### src/rtl/ann_io_loader_pkg.sv
// ann_io_pkg: word width, tree/patch geometry, derived counts and FSM state
// encoding shared by the ANN pin-side loader files.
package ann_io_pkg;
  localparam int DATA_WIDTH     = 11;
  localparam int NUM_LEAVES     = 64;
  localparam int NUM_NODES      = NUM_LEAVES - 1;
  localparam int LEAF_SIZE      = 8;
  localparam int PATCH_SIZE     = 5;
  localparam int NUM_QUERYS     = 512;
  localparam int FIFO_DEPTH     = 8;

  // Derived geometry and stream word counts
  localparam int NUM_PATCHES    = NUM_LEAVES * LEAF_SIZE;
  localparam int LEAF_REC_WORDS = PATCH_SIZE + 1;
  localparam int NODE_WORDS     = 2 * NUM_NODES;
  localparam int LEAF_WORDS     = NUM_PATCHES * LEAF_REC_WORDS;
  localparam int QUERY_WORDS    = NUM_QUERYS * PATCH_SIZE;
  localparam int NODE_AW        = $clog2(NUM_LEAVES);
  localparam int PATCH_AW       = $clog2(NUM_PATCHES);
  localparam int QUERY_AW       = $clog2(NUM_QUERYS);
  // Record counter must hold NUM_QUERYS itself (end-of-send marker)
  localparam int CNT_W          = $clog2(NUM_QUERYS) + 1;
  localparam int FIFO_CW        = $clog2(FIFO_DEPTH) + 1;

  typedef enum logic [2:0] {
    ST_IDLE    = 3'd0,
    ST_NODES   = 3'd1,
    ST_LEAVES  = 3'd2,
    ST_QUERIES = 3'd3,
    ST_RUN     = 3'd4,
    ST_SEND    = 3'd5
  } state_e;
endpackage

### src/rtl/ann_io_loader_if.sv
// Pin, command and memory-port bundle of the ANN loader.
// Optional ANN_IO_OVERFLOW_EN adds the sticky in_overflow flag.
interface ann_io_loader_if import ann_io_pkg::*; ();
  logic                            load_kdtree, fsm_start, send_best_arr;
  logic                            in_fifo_wenq;
  logic [DATA_WIDTH-1:0]           in_fifo_wdata;
  logic                            in_fifo_wfull_n;
  logic                            out_fifo_deq;
  logic [DATA_WIDTH-1:0]           out_fifo_rdata;
  logic                            out_fifo_rempty_n;
  logic                            load_done, fsm_done, send_done;
  logic                            node_wen;
  logic [NODE_AW-1:0]              node_waddr;
  logic [2*DATA_WIDTH-1:0]         node_wdata;
  logic                            leaf_wen;
  logic [PATCH_AW-1:0]             leaf_waddr;
  logic [LEAF_REC_WORDS*DATA_WIDTH-1:0] leaf_wdata;
  logic                            query_wen;
  logic [QUERY_AW-1:0]             query_waddr;
  logic [PATCH_SIZE*DATA_WIDTH-1:0] query_wdata;
  logic                            comp_start, comp_done;
  logic [QUERY_AW-1:0]             best_raddr;
  logic [DATA_WIDTH-1:0]           best_rdata;
`ifdef ANN_IO_OVERFLOW_EN
  logic                            in_overflow;
`endif

  // Loader side
  modport slave (
    input  load_kdtree, fsm_start, send_best_arr, in_fifo_wenq, in_fifo_wdata,
           out_fifo_deq, comp_done, best_rdata,
    output in_fifo_wfull_n, out_fifo_rdata, out_fifo_rempty_n, load_done,
           fsm_done, send_done, node_wen, node_waddr, node_wdata, leaf_wen,
           leaf_waddr, leaf_wdata, query_wen, query_waddr, query_wdata,
           comp_start, best_raddr
`ifdef ANN_IO_OVERFLOW_EN
    , output in_overflow
`endif
  );

  // Pin / host side
  modport master (
    output load_kdtree, fsm_start, send_best_arr, in_fifo_wenq, in_fifo_wdata,
           out_fifo_deq, comp_done, best_rdata,
    input  in_fifo_wfull_n, out_fifo_rdata, out_fifo_rempty_n, load_done,
           fsm_done, send_done, node_wen, node_waddr, node_wdata, leaf_wen,
           leaf_waddr, leaf_wdata, query_wen, query_waddr, query_wdata,
           comp_start, best_raddr
`ifdef ANN_IO_OVERFLOW_EN
    , input in_overflow
`endif
  );
endinterface

### src/rtl/ann_io_loader_sync_fifo.sv
// ann_sync_fifo: single-clock first-word-fall-through FIFO. Push while full
// and pop while empty are ignored; the head reads as zero when empty.
module ann_sync_fifo #(
  parameter int WIDTH = 11,
  parameter int DEPTH = 8
) (
  input  logic                     clk,
  input  logic                     rst_n,
  input  logic                     push,
  input  logic                     pop,
  input  logic [WIDTH-1:0]         wdata,
  output logic [WIDTH-1:0]         rdata,
  output logic [$clog2(DEPTH):0]   count
);
  localparam int AW = $clog2(DEPTH);
  localparam int CW = AW + 1;

  logic [WIDTH-1:0] mem_q [DEPTH];
  logic [AW-1:0]    wr_ptr_q, rd_ptr_q;
  logic [CW-1:0]    count_q;
  logic             push_ok, pop_ok;

  assign push_ok = push && (count_q != CW'(DEPTH));
  assign pop_ok  = pop && (count_q != '0);
  assign rdata   = (count_q == '0) ? '0 : mem_q[rd_ptr_q];
  assign count   = count_q;

  // Storage array, written only on an accepted push
  always_ff @(posedge clk) begin
    if (push_ok) mem_q[wr_ptr_q] <= wdata;
  end

  // Pointers and occupancy; simultaneous push+pop leaves count unchanged
  always_ff @(posedge clk or negedge rst_n) begin
    if (!rst_n) begin
      wr_ptr_q <= '0;
      rd_ptr_q <= '0;
      count_q  <= '0;
    end else begin
      if (push_ok) wr_ptr_q <= wr_ptr_q + AW'(1);
      if (pop_ok)  rd_ptr_q <= rd_ptr_q + AW'(1);
      count_q <= count_q + CW'(push_ok) - CW'(pop_ok);
    end
  end
endmodule

### src/rtl/ann_io_loader.sv
// ann_io_loader: streams k-d tree nodes, leaf patches and queries from the
// input FIFO into memory write ports, kicks the search core, then drains the
// best-match array into the output FIFO. ANN_IO_OVERFLOW_EN adds in_overflow.
module ann_io_loader import ann_io_pkg::*; (
  input logic       io_clk,
  input logic       io_rst_n,
  ann_io_loader_if.slave bus
);
  logic [FIFO_CW-1:0] in_count, out_count;
  logic [DATA_WIDTH-1:0] in_word;
  logic in_full, in_empty, out_empty, in_pop, out_push, issue;

  state_e state_q, state_d;
  logic [2:0]       sub_q, sub_d;
  logic [CNT_W-1:0] item_q, item_d, issued_q, issued_d;
  logic pend_q, pend_d;
  logic load_done_q, load_done_d, fsm_done_q, fsm_done_d, send_done_q, send_done_d;
  logic comp_start_q, comp_start_d;
  logic node_wen_q, node_wen_d, leaf_wen_q, leaf_wen_d, query_wen_q, query_wen_d;
  logic [NODE_AW-1:0]  node_waddr_q, node_waddr_d;
  logic [PATCH_AW-1:0] leaf_waddr_q, leaf_waddr_d;
  logic [QUERY_AW-1:0] query_waddr_q, query_waddr_d;
  logic [2*DATA_WIDTH-1:0] node_wdata_q, node_wdata_d;
  logic [LEAF_REC_WORDS*DATA_WIDTH-1:0] leaf_wdata_q, leaf_wdata_d;
  logic [PATCH_SIZE*DATA_WIDTH-1:0] query_wdata_q, query_wdata_d;
  // Word k of the record being assembled sits in buf_q[k]
  logic [PATCH_SIZE-1:0][DATA_WIDTH-1:0] buf_q;

  ann_sync_fifo #(.WIDTH(DATA_WIDTH), .DEPTH(FIFO_DEPTH)) u_in_fifo (
    .clk(io_clk), .rst_n(io_rst_n), .push(bus.in_fifo_wenq), .pop(in_pop),
    .wdata(bus.in_fifo_wdata), .rdata(in_word), .count(in_count));

  ann_sync_fifo #(.WIDTH(DATA_WIDTH), .DEPTH(FIFO_DEPTH)) u_out_fifo (
    .clk(io_clk), .rst_n(io_rst_n), .push(out_push), .pop(bus.out_fifo_deq),
    .wdata(bus.best_rdata), .rdata(bus.out_fifo_rdata), .count(out_count));

  assign in_full   = (in_count == FIFO_CW'(FIFO_DEPTH));
  assign in_empty  = (in_count == '0);
  assign out_empty = (out_count == '0);

  // Next-state: stream decoding, compute handshake and result drain
  always_comb begin
    state_d = state_q;  sub_d = sub_q;  item_d = item_q;
    issued_d = issued_q;  pend_d = pend_q;
    load_done_d = load_done_q;  fsm_done_d = fsm_done_q;  send_done_d = send_done_q;
    comp_start_d = 1'b0;
    node_wen_d = 1'b0;  node_waddr_d = node_waddr_q;  node_wdata_d = node_wdata_q;
    leaf_wen_d = 1'b0;  leaf_waddr_d = leaf_waddr_q;  leaf_wdata_d = leaf_wdata_q;
    query_wen_d = 1'b0; query_waddr_d = query_waddr_q; query_wdata_d = query_wdata_q;
    out_push = 1'b0;
    issue = 1'b0;
    // The input FIFO is held (not drained) while computing or sending
    in_pop = !in_empty && !bus.load_kdtree &&
             (state_q inside {ST_IDLE, ST_NODES, ST_LEAVES, ST_QUERIES});
    case (state_q)
      ST_IDLE: begin
        if (bus.fsm_start) begin
          comp_start_d = 1'b1;
          state_d = ST_RUN;
        end else if (bus.send_best_arr) begin
          issued_d = '0;
          pend_d = 1'b0;
          state_d = ST_SEND;
        end
      end
      ST_NODES: if (in_pop) begin
        if (sub_q == 3'd0) sub_d = 3'd1;
        else begin
          // Only the low 3 bits of the split index are meaningful
          node_wen_d = 1'b1;
          node_waddr_d = item_q[NODE_AW-1:0];
          node_wdata_d = {in_word, {(DATA_WIDTH-3){1'b0}}, buf_q[0][2:0]};
          sub_d = 3'd0;
          if (item_q == CNT_W'(NUM_NODES-1)) begin
            item_d = '0;
            state_d = ST_LEAVES;
          end else item_d = item_q + CNT_W'(1);
        end
      end
      ST_LEAVES: if (in_pop) begin
        if (sub_q != 3'(LEAF_REC_WORDS-1)) sub_d = sub_q + 3'd1;
        else begin
          leaf_wen_d = 1'b1;
          leaf_waddr_d = item_q[PATCH_AW-1:0];
          leaf_wdata_d = {in_word, buf_q};
          sub_d = 3'd0;
          if (item_q == CNT_W'(NUM_PATCHES-1)) begin
            item_d = '0;
            load_done_d = 1'b1;
            state_d = ST_QUERIES;
          end else item_d = item_q + CNT_W'(1);
        end
      end
      ST_QUERIES: if (in_pop) begin
        if (sub_q != 3'(PATCH_SIZE-1)) sub_d = sub_q + 3'd1;
        else begin
          query_wen_d = 1'b1;
          query_waddr_d = item_q[QUERY_AW-1:0];
          query_wdata_d = {in_word, buf_q[PATCH_SIZE-2:0]};
          sub_d = 3'd0;
          if (item_q == CNT_W'(NUM_QUERYS-1)) begin
            item_d = '0;
            state_d = ST_IDLE;
          end else item_d = item_q + CNT_W'(1);
        end
      end
      ST_RUN: if (bus.comp_done) begin
        fsm_done_d = 1'b1;
        state_d = ST_IDLE;
      end
      ST_SEND: begin
        // Read data lands one cycle after its address; two free slots cover
        // the word already in flight plus the one being requested now.
        out_push = pend_q;
        issue = (issued_q < CNT_W'(NUM_QUERYS)) &&
                (out_count <= FIFO_CW'(FIFO_DEPTH-2));
        pend_d = issue;
        if (issue) issued_d = issued_q + CNT_W'(1);
        if (pend_q && (issued_q == CNT_W'(NUM_QUERYS))) begin
          send_done_d = 1'b1;
          state_d = ST_IDLE;
        end
      end
      default: state_d = ST_IDLE;
    endcase
    // A new tree load pre-empts whatever is running
    if (bus.load_kdtree) begin
      state_d = ST_NODES;
      sub_d = '0;  item_d = '0;  issued_d = '0;  pend_d = 1'b0;
      load_done_d = 1'b0;  fsm_done_d = 1'b0;  send_done_d = 1'b0;
      out_push = 1'b0;
    end
  end

  // Control and write-port registers
  always_ff @(posedge io_clk or negedge io_rst_n) begin
    if (!io_rst_n) begin
      state_q <= ST_IDLE;  sub_q <= '0;  item_q <= '0;  issued_q <= '0;  pend_q <= 1'b0;
      load_done_q <= 1'b0;  fsm_done_q <= 1'b0;  send_done_q <= 1'b0;  comp_start_q <= 1'b0;
      node_wen_q <= 1'b0;   node_waddr_q <= '0;  node_wdata_q <= '0;
      leaf_wen_q <= 1'b0;   leaf_waddr_q <= '0;  leaf_wdata_q <= '0;
      query_wen_q <= 1'b0;  query_waddr_q <= '0; query_wdata_q <= '0;
    end else begin
      state_q <= state_d;  sub_q <= sub_d;  item_q <= item_d;  issued_q <= issued_d;  pend_q <= pend_d;
      load_done_q <= load_done_d;  fsm_done_q <= fsm_done_d;  send_done_q <= send_done_d;
      comp_start_q <= comp_start_d;
      node_wen_q <= node_wen_d;    node_waddr_q <= node_waddr_d;   node_wdata_q <= node_wdata_d;
      leaf_wen_q <= leaf_wen_d;    leaf_waddr_q <= leaf_waddr_d;   leaf_wdata_q <= leaf_wdata_d;
      query_wen_q <= query_wen_d;  query_waddr_q <= query_waddr_d; query_wdata_q <= query_wdata_d;
    end
  end

  // Capture each popped word into its slot of the record buffer
  always_ff @(posedge io_clk or negedge io_rst_n) begin
    if (!io_rst_n) buf_q <= '0;
    else if (in_pop) begin
      for (int i = 0; i < PATCH_SIZE; i++)
        if (sub_q == 3'(i)) buf_q[i] <= in_word;
    end
  end

`ifdef ANN_IO_OVERFLOW_EN
  logic ovf_q;
  // Sticky record of any dropped push or ignored pop
  always_ff @(posedge io_clk or negedge io_rst_n) begin
    if (!io_rst_n) ovf_q <= 1'b0;
    else if (bus.load_kdtree) ovf_q <= 1'b0;
    else if ((bus.in_fifo_wenq && in_full) || (bus.out_fifo_deq && out_empty)) ovf_q <= 1'b1;
  end
  assign bus.in_overflow = ovf_q;
`endif

  assign bus.in_fifo_wfull_n   = !in_full;
  assign bus.out_fifo_rempty_n = !out_empty;
  assign bus.load_done   = load_done_q;
  assign bus.fsm_done    = fsm_done_q;
  assign bus.send_done   = send_done_q;
  assign bus.comp_start  = comp_start_q;
  assign bus.best_raddr  = issued_q[QUERY_AW-1:0];
  assign bus.node_wen    = node_wen_q;
  assign bus.node_waddr  = node_waddr_q;
  assign bus.node_wdata  = node_wdata_q;
  assign bus.leaf_wen    = leaf_wen_q;
  assign bus.leaf_waddr  = leaf_waddr_q;
  assign bus.leaf_wdata  = leaf_wdata_q;
  assign bus.query_wen   = query_wen_q;
  assign bus.query_waddr = query_waddr_q;
  assign bus.query_wdata = query_wdata_q;
endmodule

### src/flat_wrapper.sv
// flat-port wrapper written by rule: the top's interface ports become plain ports
module ann_io_loader_flat import ann_io_pkg::*;
  (io_clk, io_rst_n, bus_load_kdtree, bus_fsm_start, bus_send_best_arr, bus_in_fifo_wenq, bus_in_fifo_wdata, bus_out_fifo_deq, bus_comp_done, bus_best_rdata, bus_in_fifo_wfull_n, bus_out_fifo_rdata, bus_out_fifo_rempty_n, bus_load_done, bus_fsm_done, bus_send_done, bus_node_wen, bus_node_waddr, bus_node_wdata, bus_leaf_wen, bus_leaf_waddr, bus_leaf_wdata, bus_query_wen, bus_query_waddr, bus_query_wdata, bus_comp_start, bus_best_raddr);
  ann_io_loader_if bus_i ();
  input logic io_clk;
  input logic io_rst_n;
  input wire logic [$bits(bus_i.load_kdtree)-1:0] bus_load_kdtree;
  input wire logic [$bits(bus_i.fsm_start)-1:0] bus_fsm_start;
  input wire logic [$bits(bus_i.send_best_arr)-1:0] bus_send_best_arr;
  input wire logic [$bits(bus_i.in_fifo_wenq)-1:0] bus_in_fifo_wenq;
  input wire logic [$bits(bus_i.in_fifo_wdata)-1:0] bus_in_fifo_wdata;
  input wire logic [$bits(bus_i.out_fifo_deq)-1:0] bus_out_fifo_deq;
  input wire logic [$bits(bus_i.comp_done)-1:0] bus_comp_done;
  input wire logic [$bits(bus_i.best_rdata)-1:0] bus_best_rdata;
  output wire logic [$bits(bus_i.in_fifo_wfull_n)-1:0] bus_in_fifo_wfull_n;
  output wire logic [$bits(bus_i.out_fifo_rdata)-1:0] bus_out_fifo_rdata;
  output wire logic [$bits(bus_i.out_fifo_rempty_n)-1:0] bus_out_fifo_rempty_n;
  output wire logic [$bits(bus_i.load_done)-1:0] bus_load_done;
  output wire logic [$bits(bus_i.fsm_done)-1:0] bus_fsm_done;
  output wire logic [$bits(bus_i.send_done)-1:0] bus_send_done;
  output wire logic [$bits(bus_i.node_wen)-1:0] bus_node_wen;
  output wire logic [$bits(bus_i.node_waddr)-1:0] bus_node_waddr;
  output wire logic [$bits(bus_i.node_wdata)-1:0] bus_node_wdata;
  output wire logic [$bits(bus_i.leaf_wen)-1:0] bus_leaf_wen;
  output wire logic [$bits(bus_i.leaf_waddr)-1:0] bus_leaf_waddr;
  output wire logic [$bits(bus_i.leaf_wdata)-1:0] bus_leaf_wdata;
  output wire logic [$bits(bus_i.query_wen)-1:0] bus_query_wen;
  output wire logic [$bits(bus_i.query_waddr)-1:0] bus_query_waddr;
  output wire logic [$bits(bus_i.query_wdata)-1:0] bus_query_wdata;
  output wire logic [$bits(bus_i.comp_start)-1:0] bus_comp_start;
  output wire logic [$bits(bus_i.best_raddr)-1:0] bus_best_raddr;
  assign bus_i.load_kdtree = bus_load_kdtree;
  assign bus_i.fsm_start = bus_fsm_start;
  assign bus_i.send_best_arr = bus_send_best_arr;
  assign bus_i.in_fifo_wenq = bus_in_fifo_wenq;
  assign bus_i.in_fifo_wdata = bus_in_fifo_wdata;
  assign bus_i.out_fifo_deq = bus_out_fifo_deq;
  assign bus_i.comp_done = bus_comp_done;
  assign bus_i.best_rdata = bus_best_rdata;
  assign bus_in_fifo_wfull_n = bus_i.in_fifo_wfull_n;
  assign bus_out_fifo_rdata = bus_i.out_fifo_rdata;
  assign bus_out_fifo_rempty_n = bus_i.out_fifo_rempty_n;
  assign bus_load_done = bus_i.load_done;
  assign bus_fsm_done = bus_i.fsm_done;
  assign bus_send_done = bus_i.send_done;
  assign bus_node_wen = bus_i.node_wen;
  assign bus_node_waddr = bus_i.node_waddr;
  assign bus_node_wdata = bus_i.node_wdata;
  assign bus_leaf_wen = bus_i.leaf_wen;
  assign bus_leaf_waddr = bus_i.leaf_waddr;
  assign bus_leaf_wdata = bus_i.leaf_wdata;
  assign bus_query_wen = bus_i.query_wen;
  assign bus_query_waddr = bus_i.query_waddr;
  assign bus_query_wdata = bus_i.query_wdata;
  assign bus_comp_start = bus_i.comp_start;
  assign bus_best_raddr = bus_i.best_raddr;
  ann_io_loader u_core (.io_clk(io_clk), .io_rst_n(io_rst_n), .bus(bus_i));
endmodule
### config.mk
export PLATFORM = sky130hd
export DESIGN_NAME = ann_io_loader_flat
export DESIGN_NICKNAME = d
export VERILOG_FILES = /design/src/rtl/ann_io_loader_pkg.sv /design/src/rtl/ann_io_loader_if.sv /design/src/rtl/ann_io_loader_sync_fifo.sv /design/src/rtl/ann_io_loader.sv /design/src/flat_wrapper.sv
export SDC_FILE = /design/constraint.sdc
export NUM_CORES = 1
export LEC_CHECK = 0
export ABC_CLOCK_PERIOD_IN_PS = 4780
export BUFFER_PORTS_ARGS = -buffer_cell sky130_fd_sc_hd__buf_2
export CAP_MARGIN = 30
export CORE_ASPECT_RATIO = 0.75
export CORE_MARGIN = 2
export CORE_UTILIZATION = 40
export DETAILED_ROUTE_END_ITERATION = 10
export SYNTH_ARGS = -nofsm -noshare
export SYNTH_HDL_FRONTEND = slang
export SYNTH_SLANG_ARGS = --single-unit
### constraint.sdc
create_clock -name io_clk -period 4.78 [get_ports io_clk]
set_clock_uncertainty 0.05 [all_clocks]
set_input_delay 0.717 -clock io_clk [delete_from_list [all_inputs] [get_ports io_clk]]
set_output_delay 0.717 -clock io_clk [all_outputs]
set_load 0.02 [all_outputs]
# [After elaboration in Yosys (flattened, before gate mapping)]
# Memories as Yosys holds them, arrays and structs flattened.
# Index checks and enable logic that the tools add are counted.
[word_totals] regBits=268 mem_bits_rw=176 inputBits=30 output_inout_bits=196 word_cells=196 n_memories=2
[memory_table] name="u_core.u_in_fifo.mem_q" words=8 width=11 rd=1 rd_clocked_by_memory_dff=0 write_ports=1 line_no="ann_io_loader_sync_fifo.sv:18" text="logic [WIDTH-1:0] mem_q [DEPTH];"
[memory_table] name="u_core.u_out_fifo.mem_q" words=8 width=11 rd=1 rd_clocked_by_memory_dff=0 write_ports=1 line_no="ann_io_loader_sync_fifo.sv:18"
[op_classes] n_addsub=11 n_lt_le_gt_ge=2 n_eq_ne=33 n_mux=72 bitwise=3 n_reduce_logical=44
[op_table] op="$mux 10" count=13
[op_table] op="$mux 3" count=20
[op_table] op="$ne 3x3->1 const B" count=14
[op_table] op="$mux 1" count=32
[op_table] op="$pmux 10 s3" count=1
[op_table] op="$mux 11" count=2
[op_table] op="$add 10x1->10 const B" count=2
[op_table] op="$pmux 10 s2" count=1
[op_table] op="$pmux 3 s6" count=1
[op_table] op="$reduce_bool 4->1" count=4
[op_table] op="$add 3x1->3 const B" count=5
[op_table] op="$reduce_and 2->1" count=7
[op_table] op="$reduce_bool 2->1" count=7
[op_table] op="$eq 3x2->1 const B" count=4
[op_table] op="$ne 4x4->1 const B" count=3
[op_table] op="$reduce_and 12->1" count=1
[op_table] op="$reduce_and 3->1" count=4
[op_table] op="$reduce_and 4->1" count=3
[op_table] op="$eq 10x10->1 const B" count=1
[op_table] op="$eq 10x6->1 const B" count=1
[op_table] op="$eq 10x9->1 const B" count=1
[op_table] op="$lt 10x10->1 const B" count=1
[op_table] op="$eq 3x3->1 const B" count=3
[op_table] op="$pmux 3 s3" count=1
[op_table] op="15 further kinds" count=33

# [Longest topological paths before layout]
# Gate-level depths: netlist of the first run.
[logic_depth] word_depth=7 mapped_depth=12 mapped_depth_nobuf=12

# [Hierarchy]
# From an unflattened synthesis of the first run, not the netlist that was laid out.
[hier_totals] hier_cells=1231 area_unflattened_um2=17957.2
[modules_own_cells] module="ann_io_loader" n_inst=1 cells_per_inst=861 area_each_um2=10098.4 seq_area_each_um2=6206.0
[modules_own_cells] module="ann_sync_fifo at u_core.u_out_fifo" n_inst=1 cells_per_inst=186 area_each_um2=3932.5 seq_area_each_um2=2892.8
[modules_own_cells] module="ann_sync_fifo at u_core.u_in_fifo" n_inst=1 cells_per_inst=184 area_each_um2=3926.3 seq_area_each_um2=2892.8

# [Least setup slack after synthesis of the first run]
# No wires, ideal clock.
[synth_path] path_type="input-to-reg" from="input port bus_load_kdtree" to="memory u_core.u_out_fifo.mem_q[0][0], enable pin" setup_time_ps=393 t_arrival_ps=2373 required_ps=4337 slack_ps=1964 path_stages=5 n_path_buf=1 cell_sequence="nor4bb_1 clkbuf_1 and3_1 nand2b_1 nor3_1"
[synth_via] elab_chain_cells=4
[synth_rtl] item="start: declaration" line_no="flat_wrapper.sv:7" text="input wire logic [$bits(bus_i.load_kdtree)-1:0] bus_load_kdtree;"
[synth_rtl] item="$mux 1" line_no="ann_io_loader.sv:127" text="if (bus.load_kdtree) begin"
[synth_rtl] item="$logic_and 1x1->1" line_no="ann_io_loader_sync_fifo.sv:23" text="assign push_ok = push && (count_q != CW'(DEPTH));"
[synth_rtl] item="$mux 1" line_no="ann_io_loader_sync_fifo.sv:30" text="if (push_ok) mem_q[wr_ptr_q] <= wdata;"
[synth_rtl] item="$mux 1 (not written as such)" line_no="ann_io_loader_sync_fifo.sv:30"
[synth_rtl] item="end: declaration" line_no="ann_io_loader_sync_fifo.sv:18"
# No other way between the ends.

# [Worst setup path after layout of the first run]
[layout_path] from="register u_core.u_in_fifo.count_q[2], in the netlist u_core.u_in_fifo.count[2]" to="register u_core.query_wdata_q[37], in the netlist u_core.bus.query_wdata[37]"
[layout_via] elab_chain_cells=5
[layout_rtl] item="start: declaration" line_no="ann_io_loader_sync_fifo.sv:20" text="logic [CW-1:0] count_q;"
[layout_rtl] item="start signal: assignment" line_no="ann_io_loader_sync_fifo.sv:42" text="count_q <= count_q + CW'(push_ok) - CW'(pop_ok);"
[layout_rtl] item="$logic_not 4->1" line_no="ann_io_loader.sv:38" text="assign in_empty = (in_count == '0);"
[layout_rtl] item="$logic_not 1->1" line_no="ann_io_loader.sv:53" text="in_pop = !in_empty && !bus.load_kdtree &&"
[layout_rtl] item="$logic_and 1x1->1 (2 in a row)" line_no="ann_io_loader.sv:53"
[layout_rtl] item="$reduce_and 3->1 (no source line)"
[layout_rtl] item="end signal: assignment" line_no="ann_io_loader.sv:149" text="query_wen_q <= query_wen_d; query_waddr_q <= query_waddr_d; query_wdata_q <= query_wdata_d;"
[layout_rtl] item="end: declaration" line_no="ann_io_loader.sv:25" text="logic [PATCH_SIZE*DATA_WIDTH-1:0] query_wdata_q, query_wdata_d;"
# No other way between the ends.
# A chain may end at the register's enable or synchronous reset.

==> run_results.csv, run 1 <==
group,metric,value,unit
logic_synthesis,synth_cell_types,66,
floorplan,dieHeight,188,µm
global_route,grt_pass1_vias,10985,
global_route,grt.total_usage,18.2,%
logic_synthesis,ys.flop_type,"dfrtp_1",
setup_path,cp_data_required_time,5.18,ns
logic_synthesis,ys_ff_latch,444,
clock_network,clk_path_buf_depth,3,
sta,rsz0062_at_grt,"no",
drt,avgRoutedWirePerCell,19.9,µm
layout,layout-drive-gt1-share,34.8,%
sta,maxSlewViolCount,0,
floorplan,start_util,40.4,%
global_route,grt_first_pass_wirelength,65.8,mm
floorplan,die_x,249,µm
setup_path,critPathArrivalTime,3.75,ns
drt,initialDrtViolationCount,752,
drt,drtAntennaViolNets,0,
placement,dp_cells,2019,
clock_network,clock_sinks,444,
power_and_ir_drop,p_per_area,530,nW/µm²
setup_path,slowest_delay,0.57,ns
logic_synthesis,synth_top_area_cell,"dfrtp_1",
global_route,antenna_found_initial,5,
setup_path,crit_fanout,65,
logic_synthesis,ys_seq_area_share,66.6,%
logic_synthesis,synth_top_area_share,37.3,%
clock_network,insertion_delay,0.57,ns
logic_synthesis,synthCells,1250,
clock_network,path_clk_slew,0.06,ns
setup_path,cp_num_buf_inv,3,
sta,timing.final.crit_period,3.34,ns
outcome,status,"finished clean",
clock_network,hold_buffers,0,
setup_path,cp_top_family,"simple AND/OR/NAND/NOR gates",
setup_path,crit_chain,"inv_1 -> ha_1 -> nor3b_2 -> buf_4 -> nor3_2 -> nand3_1 -> nor3_2 -> buf_12 -> mux2_2",
sta,slew_headroom,33.6,%
drt,firstDrtPassIters,5,
placement,finalWeightedCongestion,0.792,
drt,wl,41.9,mm
global_route,grt_max_degree,127,
layout,nets,1539,
setup_path,end_kind,"flip-flop",
setup_path,worst_setup_path_start_kind,"flip-flop",
logic_synthesis,synth_edf_count,176,
logic_synthesis,syn_avg_cell_area,14.4,µm²
floorplan,rows,67,
sta,timing.final.crit_share,70.0,%
logic_synthesis,synth_common_cells,"dfrtp_1 (268), nand2_1 (242), edfxtp_1 (176), mux2_2 (144), nor2_1 (54)",
setup_path,worst_path_max_delay_cell,"nand3_1",
sta,setup_tns,0,ns
power_and_ir_drop,vdd.ir_drop.worst,0.000320,V
layout,final_area,21200,µm²
logic_synthesis,synth.most_common_cell,"dfrtp_1",
worst_hold_path,min_path_type,"input port to asynchronous set/reset pin",
clock_network,ctsResizeCount,0,
sta,max_freq,299,MHz
drt,drc,0,
sta,worstMarginPinSlew,0.992,ns
drt,vias,10765,
drt,via_per_inst,5.11,
sta,finalHoldViolations,0,
layout,fin_cells,2106,
floorplan,ioPinCount,226,
clock_network,cts_setup_buffers,0,
power_and_ir_drop,cellLeakagePower,9.82,nW
logic_synthesis,yosysWarnings,0,
placement,dp_hpwl,27.2,mm
logic_synthesis,async_flop_share,60.4,%
clock_network,htreeDepth,2,
clock_network,root_buffer,"clkbuf_16",
floorplan,dieArea,46700,µm²
sta,setup_viol,0,
logic_synthesis,synth_area,18000,µm²
placement,port_buffers,217,
layout,area_growth_syn_to_layout,17.8,%
logic_synthesis,synth_area_leaders,"dfrtp_1 (37%), edfxtp_1 (29%), mux2_2 (9.0%)",
clock_network,cts_tree,"done",
floorplan,coreArea,44500,µm²
setup_path,setup.worst_path.class,"flip-flop to flip-flop",
placement,place_area,19800,µm²
clock_network,cts_buffers,45,
setup_path,crit_top_cell,"nor3_2",
global_route,grt-ovfl-total,0,
run,maxCapViolCount,0,
## cell families (layout without fill, tap and decap cells)
kind of cell | Yosys count | in the layout | share of synthesized area (%)
buffers and inverters | 102 | 363 | 2.82
flip-flops | 444 | 444 | 66.6
multiplexers | 214 | 214 | 16.0
XOR/XNOR | 13 | 13 | 0.633
other | 1 | 10 | 0.0208
AND/OR/NAND/NOR | 380 | 380 | 9.25
AO/OA/AOI/OAI | 68 | 68 | 2.60
adder cells (fa/ha/maj) | 28 | 28 | 2.03
## sequential cells by signal, indices dropped and copies added (netlist names), 3 cells and up
register and count:
u_core.u_in_fifo.mem_q 88, u_core.u_out_fifo.mem_q 88, u_core.bus.leaf_wdata 66, u_core.buf_q 55
u_core.bus.query_wdata 55, u_core.bus.node_wdata 14, u_core.issued_q 10, u_core.item_q 10
u_core.bus.leaf_waddr 9, u_core.bus.query_waddr 9, u_core.bus.node_waddr 6, u_core.u_in_fifo.count 4
u_core.u_out_fifo.count 4, u_core.state_q 3, u_core.sub_q 3, u_core.u_in_fifo.rd_ptr_q 3
u_core.u_in_fifo.wr_ptr_q 3, u_core.u_out_fifo.rd_ptr_q 3, u_core.u_out_fifo.wr_ptr_q 3
## area by class of cell
| cell class | instances | area (µm²) |
|---|---|---|
| Fill cell | 3858 | 23300 |
| Clock inverter | 19 | 156 |
| Tap cell | 586 | 733 |
| Antenna cell | 2 | 5.00 |
| Inverter | 25 | 93.8 |
| Sequential cell | 444 | 12000 |
| Timing Repair Buffer | 254 | 1420 |
| Multi-Input combinational cell | 711 | 5530 |
| Clock buffer | 65 | 1260 |
## layout by cell type (no fill, tap or decap), types with 3 or more instances in the layout
| cell type | count |
|---|---|
| nand4_1 | 6 |
| nor3_1 | 15 |
| clkbuf_16 | 45 |
| o21ai_0 | 23 |
| clkinv_2 | 11 |
| a21oi_1 | 9 |
| buf_2 | 216 |
| conb_1 | 8 |
| nand2b_1 | 11 |
| buf_4 | 33 |
| nand3_1 | 11 |
| mux4_2 | 44 |
| mux2_2 | 144 |
| o211ai_1 | 3 |
| o41ai_1 | 4 |
| o31ai_1 | 6 |
| edfxtp_1 | 176 |
| clkinv_4 | 3 |
| dfrtp_1 | 266 |
| nor2_1 | 54 |
| a31oi_1 | 3 |
| ha_1 | 26 |
| mux2i_1 | 24 |
| inv_1 | 23 |
| nor4_1 | 6 |
| and3_1 | 6 |
| nor2b_1 | 5 |
| clkbuf_1 | 14 |
| clkbuf_8 | 6 |
| a211oi_1 | 3 |
| xor2_1 | 7 |
| xnor2_1 | 6 |
| nand2_1 | 242 |
## final timing paths
check | start | to | slack (ns) | cells past startpoint
max in group asynchronous | io_rst_n | u_core.u_out_fifo.rd_ptr_q[0]$_DFFE_PN0P_ | 3.29 | 2
min reg2reg | u_core.buf_q[49]$_DFFE_PN0P_ | u_core.bus.leaf_wdata[49]$_DFFE_PN0P_ | 0.41 | 2
max reg2reg | u_core.u_in_fifo.count[2]$_DFF_PN0_ | u_core.bus.query_wdata[37]$_DFFE_PN0P_ | 1.44 | 9
max | u_core.u_in_fifo.count[2]$_DFF_PN0_ | u_core.bus.query_wdata[37]$_DFFE_PN0P_ | 1.44 | 9
min in group io_clk | bus_out_fifo_deq | u_core.u_out_fifo.rd_ptr_q[2]$_DFFE_PN0P_ | 0.37 | 3
min | io_rst_n | u_core.bus.query_wen$_DFF_PN0_ | 0.20 | 1
## stage by stage
step	power [mW]	setup WS [ns]	hold slack [ns]	util, %
floorplan	6.78	1.96	0.371	-
global placement	7.80	1.38	0.394	44.2
detailed placement	7.93	1.31	0.406	44.4
CTS	11.4	1.35	0.228	47.6
global route	11.8	1.13	0.262	47.6
finish	11.2	1.44	0.197	47.6
## where the power goes
group / switching (mW) / leakage, nW / internal [mW] / total [mW]
sequential: 0.537 / 5.21 / 4.45 / 4.99
clock: 1.50 / 0.703 / 1.91 / 3.41
combinational: 1.59 / 3.91 / 1.25 / 2.84
## per-layer routing
metal  GRT usage (%)  up-vias  wire (µm)
met5               0        -         32
met4            6.13        6       1140
met3            3.72       79       2180
met2            27.6      250      19100
met1            26.2     5517      19400
li1                -     4913          -
## worst reg2reg max path: cells and delay by family, from the launching register on
| kind | cells | cell delay, ns |
|---|---|---|
| adders and majority gates | 1 | 0.20 |
| buffers and inverters | 3 | 0.66 |
| DFF | 1 | 0.32 |
| muxes | 1 | 0.45 |
| and+or+nand+nor | 4 | 1.55 |
No activity file was read; power rests on OpenSTA's default activity.
==> inputs of run 2 (changes only) <==
ABC_CLOCK_PERIOD_IN_PS = 3350   (was 4780)
clock period = 3.35 ns   (was 4.78 ns; I/O delays follow)
==> run_results.csv, run 2 (synthesized netlist as in run 1, its figures left out) <==
group,metric,value,unit
outcome,status,"finished clean",
worst_hold_path,min_path_type,"input port to flip-flop",
layout,layout_common_cells,"dfrtp_1 (268), nand2_1 (242), buf_2 (216), edfxtp_1 (176), mux2_2 (144)",
sta,timing.final.crit_period,2.89,ns
sta,setup_tns,0,ns
setup_path,worst_setup_path_start_kind,"flip-flop",
clock_network,path_clk_slew,0.06,ns
layout,nets,1550,
power_and_ir_drop,cellLeakagePower,9.89,nW
drt,avgRoutedWirePerCell,20.2,µm
floorplan,die_x,249,µm
drt,drtAntennaViolNets,0,
sta,maxSlewViolCount,0,
sta,setup_viol,0,
global_route,grt.total_usage,18.5,%
layout,fin_cells,2115,
floorplan,dieHeight,188,µm
setup_path,setup.worst_path.class,"flip-flop to output port",
run,maxCapViolCount,0,
global_route,grt-ovfl-total,0,
setup_path,critPathArrivalTime,2.34,ns
sta,slew_headroom,44.4,%
setup_path,end_kind,"output port",
global_route,grt_max_degree,89,
clock_network,clock_sinks,444,
floorplan,rows,67,
layout,area_growth_syn_to_layout,18.4,%
layout,final_area,21300,µm²
power_and_ir_drop,p_comb_share,26.7,%
floorplan,coreArea,44500,µm²
sta,timing.final.ws_setup,0.456,ns
placement,place_area,19800,µm²
sta,finalHoldViolations,0,
sta,rsz0062_at_grt,"no",
layout,layout-drive-gt1-share,35.0,%
drt,firstDrtPassIters,5,
clock_network,cts_tree,"done",
sta,holdWs,0.164,ns
floorplan,ioPinCount,226,
power_and_ir_drop,intPower,11.1,mW
drt,vias,10901,
power_and_ir_drop,power_switching,5.23,mW
setup_path,crit_fanout,24,
drt,drc,0,
power_and_ir_drop,clkPwrFrac,30.9,%
drt,via_per_inst,5.15,
clock_network,htreeDepth,2,
layout,final_common_cell,"dfrtp_1",
clock_network,clk_path_buf_depth,3,
setup_path,cp_data_required_time,2.80,ns
power_and_ir_drop,p_per_area,767,nW/µm²
power_and_ir_drop,vdd.ir_drop.worst,0.000637,V
clock_network,root_buffer,"clkbuf_16",
clock_network,ctsResizeCount,0,
global_route,grt_pass1_vias,11123,
placement,dp_cells,2030,
drt,wl,42.7,mm
power_and_ir_drop,power,16.4,mW
global_route,grt_first_pass_wirelength,66.7,mm
floorplan,start_util,40.4,%
placement,dp_hpwl,27.9,mm
sta,timing.final.crit_share,86.4,%
drt,initialDrtViolationCount,844,
layout,fin_util,47.9,%
placement,place_ws,0.540,ns
layout,fillers,3920,
placement,finalWeightedCongestion,0.797,
sta,max_freq,346,MHz
sta,worstMarginPinSlew,0.826,ns
power_and_ir_drop,swShare,32.0,%
clock_network,insertion_delay,0.57,ns
floorplan,dieArea,46700,µm²
placement,port_buffers,217,
power_and_ir_drop,seqPwrFrac,42.4,%
global_route,antenna_found_initial,7,
clock_network,cts_buffers,45,
## run 2: cell types whose count changed in the layout (fill, tap and decap cells not counted), sizes merged
cell | previous run | this run
clkinv | 14 | 11
dlygate4sd3 | 0 | 1
bufinv | 1 | 4
clkbuf | 65 | 62
clkinvlp | 1 | 2
buf | 254 | 264
## run 2: metal layers
layer	vias to the layer above	GRT usage [%]	wire, µm
li1	4919	-	-
met1	5669	26.0	19500
met2	250	29.1	20000
met3	59	3.72	2160
met4	4	5.62	976
met5	-	0	23
## run 2: critical path, stage by stage, from the launching register on
cell and delay, ns:
dfrtp_1 0.33, buf_4 0.42, mux4_2 0.58, mux2i_1 0.20
nor2_1 0.06, buf_2 0.16
## run 2: what timing repair did
| action | in CTS | in global routing |
|---|---|---|
| setup buffers | 0 | 0 |
| hold buffers | 1 | 0 |
| endpoints found under the hold margin | 83 | 0 |
## run 2: path summary, 6_finish.rpt
check                                                          start  slack [ns]  cells after the start                                        to
hold reg to reg                         u_core.buf_q[53]$_DFFE_PN0P_        0.42                      2     u_core.bus.leaf_wdata[53]$_DFFE_PN0P_
max in group asynchronous                                   io_rst_n        1.80                      3  u_core.u_in_fifo.wr_ptr_q[1]$_DFFE_PN0N_
setup / recovery           u_core.u_out_fifo.rd_ptr_q[0]$_DFFE_PN0P_        0.46                      5                     bus_out_fifo_rdata[2]
min in group asynchronous                                   io_rst_n        0.49                      2    u_core.bus.query_wdata[52]$_DFFE_PN0P_
setup reg to reg                       u_core.state_q[2]$_DFFE_PN0P_        0.61                      9      u_core.u_out_fifo.count[2]$_DFF_PN0_
hold / removal                                  bus_in_fifo_wdata[5]        0.16                      1    u_core.u_in_fifo.mem_q[0][5]$_DFFE_PP_
## run 2: power groups by stage
| stage | clock, mW | sequential (mW) | combinational (mW) |
|---|---|---|---|
| after CTS | 5.18 | 6.93 | 4.44 |
| after global routing | 5.43 | 7.02 | 4.76 |
| after detailed placement | 0 | 7.03 | 4.42 |
| after global placement | 0 | 7.00 | 4.35 |
| final | 5.05 | 6.93 | 4.37 |
| after floorplan | 0 | 6.91 | 2.76 |
## run 2: final cells by class
type | instances | area, µm² | share of cell area, %
sequential | 444 | 12000 | 56.3
multi-input combinational | 711 | 5530 | 25.9
timing repair buffer | 265 | 1480 | 6.96
clock buffer | 62 | 1260 | 5.91
tap | 586 | 733 | 3.44
clock inverter | 20 | 213 | 0.998
inverter | 25 | 93.8 | 0.440
antenna | 2 | 5.00 | 0.0235
